$ cat config.mk
export PLATFORM = sky130hd
export DESIGN_NAME = tx_min_frame_padder
export DESIGN_NICKNAME = d
export VERILOG_FILES = /design/src/rtl/tx_min_frame_padder.sv
export SDC_FILE = /design/constraint.sdc
export NUM_CORES = 1
export LEC_CHECK = 0
export ABC_CLOCK_PERIOD_IN_PS = 3400
export CELL_PAD_IN_SITES_DETAIL_PLACEMENT = 0
export CELL_PAD_IN_SITES_GLOBAL_PLACEMENT = 2
export CORE_ASPECT_RATIO = 1.2
export CORE_MARGIN = 2
export CORE_UTILIZATION = 30
export CTS_BUF_LIST = sky130_fd_sc_hd__clkbuf_16
export CTS_CLUSTER_DIAMETER = 60
export DETAILED_ROUTE_END_ITERATION = 10
export PLACE_DENSITY = 0.77
export SYNTH_ARGS = -nofsm -noshare
export SYNTH_HDL_FRONTEND = slang
export SYNTH_SLANG_ARGS = --single-unit
export TNS_END_PERCENT = 5
$ cat constraint.sdc
create_clock -name clk156 -period 3.4 [get_ports clk156]
set_input_delay 0.51 -clock clk156 [delete_from_list [all_inputs] [get_ports clk156]]
set_output_delay 0.51 -clock clk156 [all_outputs]
set_load 0.05 [all_outputs]
$ cat src/rtl/tx_min_frame_padder.sv
// Pads outbound AXI-Stream frames shorter than MIN_BYTES with zero bytes.
// Single registered output stage; input is stalled while pad beats are emitted.
module tx_min_frame_padder #(
  parameter int MIN_BYTES = 60,
  parameter int CNT_WIDTH = 32
) (
  input  logic                 clk156,
  input  logic                 aresetn,
  input  logic [63:0]          s_axis_tdata,
  input  logic [7:0]           s_axis_tkeep,
  input  logic                 s_axis_tvalid,
  input  logic                 s_axis_tlast,
  input  logic                 s_axis_tuser,
  output logic                 s_axis_tready,
  output logic [63:0]          m_axis_tdata,
  output logic [7:0]           m_axis_tkeep,
  output logic                 m_axis_tvalid,
  output logic                 m_axis_tlast,
  output logic                 m_axis_tuser,
  input  logic                 m_axis_tready,
  output logic [CNT_WIDTH-1:0] frames_padded
);

  typedef enum logic {ST_PASS, ST_PAD} state_t;

  localparam int LW = 12;
  localparam logic [LW-1:0] MIN_L = LW'(MIN_BYTES);
  localparam logic [LW-1:0] EIGHT = LW'(8);

  state_t               state_q, state_d;
  logic [LW-1:0]        p_q, p_d;
  logic [LW-1:0]        r_q, r_d;
  logic                 flag_q, flag_d;
  logic [63:0]          data_q, data_d;
  logic [7:0]           keep_q, keep_d;
  logic                 valid_q, valid_d;
  logic                 last_q, last_d;
  logic                 user_q, user_d;
  logic [CNT_WIDTH-1:0] cnt_q, cnt_d;

  logic                 load;
  logic                 s_ready;
  logic [LW-1:0]        beat_b;
  logic [LW-1:0]        c_sum;
  logic [LW-1:0]        need;
  logic [63:0]          data_zeroed;

  function automatic logic [7:0] lane_mask(input logic [LW-1:0] n);
    logic [8:0] t;
    t = (9'd1 << n[2:0]) - 9'd1;
    return (n >= EIGHT) ? 8'hFF : t[7:0];
  endfunction

  always_comb begin
    beat_b = '0;
    for (int unsigned i = 0; i < 8; i++) begin
      if (s_axis_tkeep[i]) beat_b = LW'(i + 1);
    end
    data_zeroed = s_axis_tdata;
    for (int unsigned i = 0; i < 8; i++) begin
      if (LW'(i) >= beat_b) data_zeroed[i*8 +: 8] = '0;
    end
  end

  assign c_sum   = p_q + beat_b;
  assign need    = MIN_L - p_q;
  assign load    = !valid_q || m_axis_tready;
  assign s_ready = aresetn && (state_q == ST_PASS) && load;

  always_comb begin
    state_d = state_q;
    p_d     = p_q;
    r_d     = r_q;
    flag_d  = flag_q;
    data_d  = data_q;
    keep_d  = keep_q;
    valid_d = valid_q;
    last_d  = last_q;
    user_d  = user_q;
    cnt_d   = cnt_q;
    unique case (state_q)
      ST_PASS: begin
        if (s_axis_tvalid && s_ready) begin
          valid_d = 1'b1;
          data_d  = s_axis_tdata;
          keep_d  = s_axis_tkeep;
          last_d  = s_axis_tlast;
          user_d  = s_axis_tlast & s_axis_tuser;
          if (!s_axis_tlast) begin
            p_d = (c_sum >= MIN_L) ? MIN_L : c_sum;
          end else if (c_sum >= MIN_L) begin
            p_d = '0;
          end else begin
            // Runt tail: this beat carries the first pad bytes; longer shortfalls continue in PAD.
            data_d = data_zeroed;
            keep_d = lane_mask(need);
            cnt_d  = cnt_q + CNT_WIDTH'(1);
            p_d    = '0;
            if (need <= EIGHT) begin
              last_d = 1'b1;
              user_d = s_axis_tuser;
            end else begin
              last_d  = 1'b0;
              user_d  = 1'b0;
              r_d     = need - EIGHT;
              flag_d  = s_axis_tuser;
              state_d = ST_PAD;
            end
          end
        end else if (load) begin
          valid_d = 1'b0;
        end
      end
      ST_PAD: begin
        if (load) begin
          valid_d = 1'b1;
          data_d  = '0;
          keep_d  = lane_mask(r_q);
          if (r_q <= EIGHT) begin
            last_d  = 1'b1;
            user_d  = flag_q;
            state_d = ST_PASS;
            p_d     = '0;
          end else begin
            last_d = 1'b0;
            user_d = 1'b0;
            r_d    = r_q - EIGHT;
          end
        end
      end
      default: state_d = ST_PASS;
    endcase
  end

  always_ff @(posedge clk156 or negedge aresetn) begin
    if (!aresetn) begin
      state_q <= ST_PASS;
      p_q     <= '0;
      r_q     <= '0;
      flag_q  <= 1'b0;
      data_q  <= '0;
      keep_q  <= '0;
      valid_q <= 1'b0;
      last_q  <= 1'b0;
      user_q  <= 1'b0;
      cnt_q   <= '0;
    end else begin
      state_q <= state_d;
      p_q     <= p_d;
      r_q     <= r_d;
      flag_q  <= flag_d;
      data_q  <= data_d;
      keep_q  <= keep_d;
      valid_q <= valid_d;
      last_q  <= last_d;
      user_q  <= user_d;
      cnt_q   <= cnt_d;
    end
  end

  assign s_axis_tready = s_ready;
  assign m_axis_tdata  = data_q;
  assign m_axis_tkeep  = keep_q;
  assign m_axis_tvalid = valid_q;
  assign m_axis_tlast  = last_q;
  assign m_axis_tuser  = user_q;
  assign frames_padded = cnt_q;

endmodule

-- Word-level counts from Yosys, hierarchy flattened
Index checks and enable logic that the tools add are counted.
- reduce and logical (&&, ||, !) cells: 11
- shift operators: 2
- multiplexer cells: 66
- order comparisons: 13
- bitwise operators: 4
- add/subtract/negate cells: 7
- equal/unequal tests: 8
- operator list (kind ; number):
    2-to-1 mux 64 bit ; 4
    2-to-1 mux 12 bit ; 17
    one-hot mux 64 bit (2 select lines) ; 1
    2-to-1 mux 8 bit ; 14
    >= comparator 3 x 12 -> 1 bit (first input constant) ; 4
    one-hot mux 12 bit (2 select lines) ; 2
    adder 32 x 1 -> 32 bit (second input constant) ; 1
    >= comparator 1 x 12 -> 1 bit (first input constant) ; 2
    >= comparator 12 x 4 -> 1 bit (second input constant) ; 2
    >= comparator 2 x 12 -> 1 bit (first input constant) ; 2
    <= comparator 12 x 4 -> 1 bit (second input constant) ; 2
    subtractor 12 x 4 -> 12 bit (second input constant) ; 2
    2-to-1 mux 1 bit ; 22
    one-hot mux 8 bit (2 select lines) ; 1
    left shift 1 x 3 -> 8 bit (first input constant) ; 2
    subtractor 8 x 1 -> 8 bit (second input constant) ; 2
    adder 12 bit ; 1
    >= comparator 12 x 6 -> 1 bit (second input constant) ; 1
    subtractor 6 x 12 -> 12 bit (first input constant) ; 1
    != test 2 bit (second input constant) ; 4
    one-hot mux 1 bit (2 select lines) ; 4
    != test 2 x 1 -> 1 bit (second input constant) ; 3
    AND reduction 6 bit ; 1
    AND reduction 5 bit ; 1
    10 further kinds ; 15
- output and inout port bits: 108
- input bits: 78
- register bits after elaboration: 133

-- Longest topological paths before layout
- word-level depth: 14
- depth in mapped cells: 18
- gate-level depth less buffers: 16

-- Worst setup path after synthesis
Ideal clock, no wire load.
- kind: input-to-reg
- start: input s_axis_tkeep[1]
- end: register r_q[5]
- arrival: 3.521 ns
- stages on the path: 17
- slack: -0.232 ns
- path buffers: 1
- required time: 3.289 ns
- path through: inv_1 a21oi_1 nor2_1 nor2_1 o21ai_0 nor2b_1 ha_1 fa_1 a211oi_1 nor2_1 xor2_1 nor3b_1 nand2_4 nor3_4 buf_6 nor2_2 a222oi_1
- word-level cells in the longest chain between the ends: 11
- RTL lines (element ; line ; source):
    start, declared ; 10 ; input logic [7:0] s_axis_tkeep,
    2-to-1 mux 2 bit ; 57 ; if (s_axis_tkeep[i]) beat_b = LW'(i + 1);
    2-to-1 mux 12 bit (6 in series) ; 57 ;
    adder 12 bit ; 65 ; assign c_sum = p_q + beat_b;
    >= comparator 12 x 6 -> 1 bit ; 91 ; end else if (c_sum >= MIN_L) begin
    != test 2 bit (no source line) ; n/a ;
    AND reduction 6 bit (no source line) ; n/a ;
    end signal, assigned ; 150 ; r_q <= r_d;
    end, declared ; 32 ; logic [LW-1:0] r_q, r_d;
Every way passes these cells.
A chain may end at the register's enable or synchronous reset.

-- Worst setup path after layout
- start: input s_axis_tkeep[1]
- end: register data_q[20], in the netlist m_axis_tdata[20]
- word-level cells in the longest chain between the ends: 13
- RTL lines (element ; line ; source):
    2-to-1 mux 2 bit (*) ; 57 ;
    2-to-1 mux 12 bit (*) (6 in series) ; 57 ;
    adder 12 bit / >= comparator 2 x 12 -> 1 bit (equally long branches) ; 65, 61 ;
    >= comparator 12 x 6 -> 1 bit / 2-to-1 mux 8 bit (equally long branches) ; 91, 61 ;
    2-to-1 mux 64 bit (*) ; 91 ;
    2-to-1 mux 64 bit (*) ; 89 ; if (!s_axis_tlast) begin
    2-to-1 mux 64 bit (*) ; 83 ; if (s_axis_tvalid && s_ready) begin
    one-hot mux 64 bit (2 select lines) (*) ; 81 ; unique case (state_q)
    end signal, assigned ; 152 ; data_q <= data_d;
    end, declared ; 34 ; logic [63:0] data_q, data_d;
Mark *: on every way between the ends. The rest lies on a longest branch, timed or not. The select of a mux whose other input is x is not followed.

==> impl_metrics.csv <==
group,metric,value,unit
run_status,status,"completed",
layout,layout-drive-gt1-share,0.176,
yosys,ys_warn_count,0,
worst_hold_path,holdCritPathClass,"flop to flop",
timing,whs,0.471,ns
drt,routedWlPerCell,17.7,um
global_routing,antenna_found_initial,1,
die,die_area,0.0228,sq mm
layout,layout_common_cells,"clkdlybuf4s50_1, dfrtp_1, buf_4, a22o_1, nand2_1",
layout,final_core_util,0.471,
job,maxCapViolCount,0,
timing,worst_pin_slew,0.721,ns
pwr,pwr_density_cell,658,mW/mm^2
die,io_pins,186,
global_routing,grt_start_max_net_pins,67,
worst_hold_path,min-delay-start,"frames_padded[31]",
critical_path,cp.required,3.71,ns
clock_network,clkLatencyLatePin,0.42,ns
place,io_buffers,185,
pwr,p_sw_frac,0.396,
yosys,avgSynthCellArea,10.6,sq um
timing,max_freq,302,MHz
critical_path,cpPeakStageDelay,0.20,ns
critical_path,path_max_fanout,8,
critical_path,path_class,"input pin to flop",
yosys,ys_ff_latch,133,
timing,maxSlewHeadroom,0.520,
pwr,pwr-share-seq,0.320,
yosys,yosysTopAreaCellShare,0.514,
critical_path,crit_path_top_delay_cell,"a22o_1",
yosys,synth_nets,700,
yosys,ys_top_cells_by_area,"dfrtp_1, a22o_1, xnor2_1",
clock_network,clk_pin_slew,0.06,ns
global_routing,grtUsageTotal,0.175,
pwr,p_clk_frac,0.280,
yosys,async_flop_share,1.00,
layout,fin_nets,959,
clock_network,cts_buffers,17,
pwr,p_switching,2.59,mW
pwr,ir_drop,420,uV
global_routing,grt.overflow.total,0,
yosys,yosysSeqAreaShare,0.514,
yosys,ys.flop_type,"dfrtp_1",
critical_path,critPathCaptureType,"flop",
die,die_h,165,um
place,gp_congestion,0.847,
yosys,yosysTopAreaCell,"dfrtp_1",
yosys,synth_edf_count,0,
place,dp_hpwl,14900,um
critical_path,critPathTopFamily,"buffers and inverters",
die,coreArea,0.0210,sq mm
clock_network,cts.sinks,133,
pwr,total_power,6.52,mW
critical_path,rr_startpoint,"p_q[0]",
timing,min_period_over_period,0.975,
drt,wl,20400,um
drt,post-route-drc-count,0,
die,die_width,138,um
worst_hold_path,hold_depth,1,
global_routing,grt_pass1_vias,5916,
timing,hold_viol,0,
pwr,internal_power,3.94,mW
pwr,combPwrFrac,0.399,
timing,setup_viol,0,
drt,viasPerCell,5.10,
timing,min_period,3.32,ns
worst_hold_path,whs_endpoint,"frames_padded[31]",
drt,drtPass1Iterations,5,
die,num_rows,58,
yosys,synth_cells,608,
drt,postRouteAntennaNets,0,
drt,drt-initial-drc-count,281,
clock_network,tritoncts,"done",
clock_network,clock_tree.root_cell,"clkbuf_16",
yosys,yosysUniqueCellTypes,64,
timing,finClkSkew,0.0100,ns
drt,num_vias,5866,
layout,area_growth,53.1,%
timing,setup_tns,0,ns
global_routing,grt_first_pass_wirelength,31700,um
clock_network,htree_levels,4,
critical_path,worstSetupStartpointType,"input pin",
die,initial_core_util,0.307,
critical_path,cp_common_cell,"buf_4",
clock_network,clk_path_buf_depth,2,
timing,slew_viol_final,0,
critical_path,r2r_end,"r_q[9]",
yosys,synth_area,0.00647,sq mm
pwr,p_leak,4.34,nW
critical_path,path_buf_inv,19,
critical_path,arrival,3.62,ns
critical_path,r2r_setup_slack,0.25,ns
critical_path,reg2reg_depth,13,
layout,final_common_cell,"clkdlybuf4s50_1",
## cell families (layout without fill, tap and decap cells)
logic type,count (synthesis),count (layout),synth area share
AND/OR/NAND/NOR,192,192,0.156
buffers and inverters,39,311,0.0261
XOR/XNOR,50,50,0.0677
multiplexers,6,6,0.0101
adder cells (fa/ha/maj),14,14,0.0282
AO/OA/AOI/OAI,174,174,0.198
other,0,1,0
flip-flops,133,133,0.514
## layer usage
layer | up-vias | GRT usage | wire (um)
met5 | - | 0 | 0
met2 | 160 | 0.299 | 10600
met3 | 45 | 0.0316 | 680
li1 | 2764 | - | -
met1 | 2897 | 0.218 | 8560
met4 | 0 | 0.0775 | 591
## worst register-to-register path, cell delays in order (launching register included)
cell and delay (ns):
dfrtp_1 0.43, inv_1 0.11, ha_1 0.21, nand3b_1 0.30
o21ai_0 0.30, nand2b_1 0.09, a2111oi_1 0.46, buf_4 0.20
and3_1 0.22, nor3_4 0.07, buf_6 0.15, buf_4 0.13
and3_1 0.17, a221oi_1 0.20
## metrics by stage
step / worst slack [ns] / cell area [sq um] / instances
after floorplan: 0.0140 / 6490 / 608
after global placement: -0.810 / 8980 / 1093
after detailed placement: -0.961 / 8980 / 1093
after CTS: 0.00242 / 9790 / 1145
after global routing: -0.00850 / 9910 / 1151
final: 0.0834 / 9910 / 1151
## cells in the mapped netlist, types with 4 or more instances
master	count
and2_1	12
a31oi_1	8
nand3_1	24
nand4_1	6
o21ai_0	33
xnor2_1	37
a21oi_1	27
clkbuf_1	17
inv_1	15
nor4_1	4
nor3_1	14
nor2b_1	4
and4_1	7
dfrtp_1	133
ha_1	13
and3_1	13
o211ai_1	5
nor2_1	44
mux2_2	4
xor2_1	13
a22o_1	67
nand2_1	44
## worst max path at each step
stage | start | end | cells after the start
after floorplan | s_axis_tkeep[1] | frames_padded[25] | 17
after global placement | s_axis_tkeep[1] | frames_padded[22] | 17
after detailed placement | s_axis_tkeep[1] | m_axis_tdata[55] | 19
after CTS | s_axis_tkeep[1] | frames_padded[12] | 19
after global routing | s_axis_tkeep[4] | flag_q | 14
final | s_axis_tkeep[1] | m_axis_tdata[20] | 26
## sequential cells by signal, indices dropped and copies added (netlist names)
register and flops:
p_q 12, flag_q 1, m_axis_tkeep 8, m_axis_tvalid 1, m_axis_tdata 64, m_axis_tuser 1, frames_padded 32, state_q 1
r_q 12, m_axis_tlast 1
## final cells by class
type                    count  area [sq um]
fillers                  1965         11100
diodes                      1          2.50
repair buffers            264          2460
clock buffers              17           425
well taps                 270           338
inverters                  15          56.3
clock inverters            15           155
multi-input cells         436          3140
flip-flops and latches    133          3330
## power by group through the flow
stage / Combinational [mW] / Clock, mW / Sequential, mW
floorplan: 1.09 / 0 / 2.61
global placement: 2.51 / 0 / 2.10
detailed placement: 2.53 / 0 / 2.11
CTS: 2.58 / 1.87 / 2.09
global route: 2.82 / 1.94 / 2.13
finish: 2.61 / 1.83 / 2.09
## timing repair
item	CTS	global route
resized for setup	28	26
hold buffers	1	0
buffers inserted	20	5
pin swaps	16	19
endpoints found under the hold margin	30	0
endpoints found under the setup margin	126	114
(Power assumes the default switching activity.)
